<file path="src/rtl/pipe_stage_pr.sv">
// rtl/pipe_stage_pr.sv - registered main/skid pipeline stage with flush and occupancy
// Optional bubble counter enabled by macro PIPE_BUBBLE_CNT_EN.
module pipe_stage_pr #(
  parameter int WIDTH  = 40,
  parameter int CTRL_W = 8
) (
  input  logic             clk,
  input  logic             rst,
  input  logic             flush,
  input  logic             in_valid,
  output logic             in_ready,
  input  logic [WIDTH-1:0] in_data,
  output logic             out_valid,
  input  logic             out_ready,
  output logic [WIDTH-1:0] out_data,
  output logic [1:0]       occ,
  output logic [15:0]      bubble_cnt
);

  // Shifting all-ones by WIDTH yields zero, so CTRL_W=0 needs no special case.
  localparam logic [WIDTH-1:0] CTRL_MASK = {WIDTH{1'b1}} >> (WIDTH - CTRL_W);

  logic             main_valid, skid_valid;
  logic [WIDTH-1:0] main_data, skid_data;
  logic             main_valid_n, skid_valid_n;
  logic [WIDTH-1:0] main_data_n, skid_data_n;
  logic             xfer_in, xfer_out;

  assign xfer_in   = in_valid & in_ready;
  assign xfer_out  = main_valid & out_ready;
  assign out_valid = main_valid;
  assign out_data  = main_data;

  always_comb begin
    main_valid_n = main_valid;
    skid_valid_n = skid_valid;
    main_data_n  = main_data;
    skid_data_n  = skid_data;
    if (flush) begin
      main_valid_n = 1'b0;
      skid_valid_n = 1'b0;
      main_data_n  = main_data & ~CTRL_MASK;
      skid_data_n  = skid_data & ~CTRL_MASK;
    end else if (xfer_out) begin
      // in_ready is low whenever skid holds data, so no input competes here.
      if (skid_valid) begin
        main_data_n  = skid_data;
        skid_valid_n = 1'b0;
      end else if (xfer_in) begin
        main_data_n = in_data;
      end else begin
        main_valid_n = 1'b0;
      end
    end else if (xfer_in) begin
      if (!main_valid) begin
        main_data_n  = in_data;
        main_valid_n = 1'b1;
      end else begin
        skid_data_n  = in_data;
        skid_valid_n = 1'b1;
      end
    end
  end

  always_ff @(posedge clk or negedge rst) begin
    if (!rst) begin
      main_valid <= 1'b0;
      skid_valid <= 1'b0;
      main_data  <= '0;
      skid_data  <= '0;
      in_ready   <= 1'b1;
      occ        <= 2'd0;
    end else begin
      main_valid <= main_valid_n;
      skid_valid <= skid_valid_n;
      main_data  <= main_data_n;
      skid_data  <= skid_data_n;
      in_ready   <= !skid_valid_n;
      occ        <= {1'b0, main_valid_n} + {1'b0, skid_valid_n};
    end
  end

`ifdef PIPE_BUBBLE_CNT_EN
  always_ff @(posedge clk or negedge rst) begin
    if (!rst) begin
      bubble_cnt <= 16'd0;
    end else if (flush) begin
      bubble_cnt <= 16'd0;
    end else if (!main_valid && bubble_cnt != 16'hFFFF) begin
      bubble_cnt <= bubble_cnt + 16'd1;
    end
  end
`else
  assign bubble_cnt = 16'd0;
`endif

endmodule

</file>
<file path="config.mk">
export PLATFORM = sky130hd
export DESIGN_NAME = pipe_stage_pr
export DESIGN_NICKNAME = d
export VERILOG_FILES = /design/src/rtl/pipe_stage_pr.sv
export SDC_FILE = /design/constraint.sdc
export NUM_CORES = 1
export LEC_CHECK = 0
export ABC_AREA = 1
export CAP_MARGIN = 10
export CORE_ASPECT_RATIO = 0.5
export CORE_MARGIN = 5
export CORE_UTILIZATION = 49
export DETAILED_ROUTE_END_ITERATION = 10
export GPL_TIMING_DRIVEN = 0
export PLACE_DENSITY = 0.86
export SKIP_LAST_GASP = 1
export SYNTH_ARGS = -nofsm -noshare
export SYNTH_HDL_FRONTEND = slang
export SYNTH_SLANG_ARGS = --single-unit
export TNS_END_PERCENT = 100
</file>
<file path="constraint.sdc">
create_clock -name clk -period 2.7 [get_ports clk]
set_clock_uncertainty 0.2 [all_clocks]
set_input_delay 0.27 -clock clk [delete_from_list [all_inputs] [get_ports clk]]
set_output_delay 0.27 -clock clk [all_outputs]
set_load 0.02 [all_outputs]
</file>
==> key figures <==
Drt
  • Routed vias/inst: 4.969
  • Detailed-route via count: 3553
  • Post-route ant nets: 0
  • WL/cell: between 10 and 15 µm
  • DR pass1 iterations: 4
  • Initial DRC Count: 277
  • Detailed Route WL: about 10000 µm
  • DRC: 0

Setup path
  • Worst Path Required: roughly 2700 ps
  • Levels on crit path: 6
  • Reg2reg start: in_ready$_DFF_PN1_
  • CP most frequent cell: nand2_1
  • CP endpoint kind: flip-flop
  • Max stage delay on crit path: 550 ps
  • CP max FO: 10
  • Setup Crit Path Kind: flip-flop to flip-flop
  • Worst R2R Setup Slack: 720 ps
  • Critical path buffers and inverters: 1
  • Crit path DAT: 1990 ps
  • Critical path, cell by cell: nand2_1 -> nand2_1 -> nand2_1 -> clkbuf_1 -> o21ai_0 -> nand2_1
  • Worst setup SP type: flip-flop
  • Worst path slowest cell: dfstp_2
  • Crit-path leading delay family: simple AND/OR/NAND/NOR gates
  • FF-to-FF End: out_data[24]$_DFFE_PN0P_
  • Register-to-Register Path Depth: 6

Pwr
  • Tot Pwr: about 4.0 mW
  • Power Density: approximately 750 nW/µm²
  • Worst IR Drop VDD: 0.0003643 V
  • Pleak: around 2.6 nW

Floorplanning
  • I/O pin count: ~110
  • Initial Utilization: 49.74%
  • Core Area: roughly 8000 µm²
  • Die X-Extent: approximately 140 µm
  • Die area: 10030 µm²
  • Rows: 23
  • Die H: approximately 73 µm

Logic synthesis
  • Syn avg cell area: approximately 8.2 µm²
  • EDFF count, synth: 0
  • Top FF cell, synth: dfrtp_1
  • Ys async rst share: 100.0%
  • Synth area leaders: dfrtp_1, nand2_1, o21ai_0
  • Cell taking the most area after synthesis: dfrtp_1
  • Netlist Area Pre-Place: between 3000 and 4000 µm²
  • Syn Inst Count: 482
  • Yosys reg bits: between 80 and 90
  • Post-synth top area share: 53.40%
  • Unique cell type count in the Yosys netlist: 22
  • Synth warn: 0
  • Register area share after synthesis: 54.07%

Layout
  • Nets@finish: approximately 640
  • Diodes inserted: 0
  • Fill cell count: 615
  • Design area: about 5400 µm²
  • Fraction of layout cells with a size suffix above 1: ~8.8%
  • Area Growth Syn to Fin: 35.95%
  • Final core occ: 67.62%

Timing
  • Max Slew Vio Count: 0
  • RSZ-0062 raised after global routing: false
  • Final min period: between 1500 and 2000 ps
  • Final Hold Fails: 0
  • Crit share post-route: around 73%
  • Final setup fails: 0
  • F_max: about 0.51 GHz
  • Final hold slack: approximately 160 ps

Place
  • Buffers on Ports: 88
  • DP Area: between 5000 and 6000 µm²
  • Dpl hpwl: around 7000 µm
  • GP Congestion: ~0.85

Clock network
  • CTS max path bufs: 2
  • # clock sinks: 85
  • H-tree levels: 3
  • Clock root buffer: clkbuf_16
  • Clock latency on the worst-skew pair: approximately 340 ps
  • CTS tree: yes
  • PostCTS Resize Cnt: 0
  • Num CTS Buffers: 9
  • Worst-path clk slew: around 60 ps

Job
  • Total of max-cap violations: 0

GRT
  • Initial antenna violation count: 0
  • Vias in the first global route: ~3500
  • Global route overflow: 0
  • Largest net degree at the start of global routing: 62
  • Global-route wire length before repair: 16460 µm
  • Global-route usage over all layers: between 20% and 30%

Run status
  • Outcome: finished, final reports clean

Hold path
  • Hold WC Path Type: input port to async pin
[registers in the layout (all words and copies together) (netlist names)]
signal / count
out_data: 40
skid_valid: 1
out_valid: 1
in_ready: 1
skid_data: 40
occ: 2
[cells by family after synthesis]
| kind of cell | count (synthesis) | share of synthesized area, % |
|---|---|---|
| compound gates | 112 | 14.30 |
| fa+ha+maj | 1 | 0.3178 |
| buf+inv | 87 | 11.19 |
| flops | 85 | 54.07 |
| other cells | 1 | 0.09527 |
| simple gates | 196 | 20.03 |
[cell type report]
class,instances,area [µm²],area share (%)
clock buffer,11,242.7,4.536
buffer,42,271.5,5.074
sequential,85,2128,39.77
tap,112,140.1,2.619
multi-input combinational,325,1424,26.61
timing repair buffer,90,915.9,17.11
inverter,45,168.9,3.156
clock inverter,5,60.06,1.122
[what timing repair did]
item / CTS / global route
endpoints found under the hold margin: 24 / 0
setup buffers: 0 / 0
hold buffers: 1 / 0
[placed cells by master, fill, tap and decap left out]
master | Yosys | routed
a21oi_1 | 1 | 1
buf_16 | 0 | 1
buf_2 | 7 | 7
buf_4 | 16 | 17
buf_6 | 6 | 6
bufinv_16 | 0 | 1
clkbuf_1 | 13 | 14
clkbuf_16 | 0 | 9
clkbuf_8 | 0 | 1
clkdlybuf4s50_1 | 0 | 87
clkinv_1 | 1 | 1
clkinv_2 | 0 | 1
clkinv_4 | 0 | 2
clkinvlp_4 | 0 | 1
conb_1 | 1 | 16
dfrtp_1 | 84 | 84
dfstp_2 | 1 | 1
dlygate4sd3_1 | 0 | 1
ha_1 | 1 | 1
inv_1 | 44 | 44
nand2_1 | 173 | 173
nand2_2 | 2 | 2
nand2_4 | 1 | 1
nand3_1 | 13 | 13
nand3_2 | 1 | 1
nand4_1 | 1 | 1
nor2_1 | 3 | 3
nor2_4 | 2 | 2
o211ai_1 | 1 | 1
o21ai_0 | 95 | 95
o21ai_1 | 15 | 15
[report_power, final]
group          switching (mW)  internal, mW  total (mW)
Sequential              0.152          1.56        1.71
Combinational           0.565         0.467        1.03
Clock                   0.501         0.744        1.24
[worst max path at each step]
stage,start,endpoint,slack (ps)
2_1_floorplan,in_ready$_DFF_PN1_,out_data[32]$_DFFE_PN0P_,1000
3_3_place_gp,rst,out_data[9]$_DFFE_PN0P_,-1820
3_5_place_dp,in_valid,out_data[33]$_DFFE_PN0P_,540
4_1_cts,out_valid$_DFF_PN0_,out_valid,720
5_1_grt,in_ready$_DFF_PN1_,out_data[24]$_DFFE_PN0P_,620
6_report,in_ready$_DFF_PN1_,out_data[24]$_DFFE_PN0P_,720
[synthesized netlist by cell type (2+ instances only)]
library cell / n
nand2_1: 173
o21ai_0: 95
dfrtp_1: 84
inv_1: 44
buf_4: 16
o21ai_1: 15
clkbuf_1: 13
nand3_1: 13
buf_2: 7
buf_6: 6
nor2_1: 3
nand2_2: 2
nor2_4: 2
[per-stage QoR]
| step | setup TNS, ps | std cells | worst slack, ps |
|---|---|---|---|
| 2_1_floorplan | 0 | 497 | 1001 |
| 3_3_place_gp | -153200 | 697 | -1820 |
| 3_5_place_dp | 0 | 698 | 541.6 |
| 4_1_cts | 0 | 715 | 724.9 |
| 5_1_grt | 0 | 715 | 621.1 |
| 6_report | 0 | 715 | 722.6 |
[routing by layer]
metal  vias to the layer above  wire length, µm  track usage [%]  part of all wire [%]
met5                         -                0                0                     0
met2                       122             5082            36.59                    51
met1                      1688             4070            25.83                    41
met4                         0              180            7.598                   1.8
met3                        22              675            4.651                   6.7
li1                       1721                -                -                     -
Note: power is estimated with default switching activity, not from simulation.
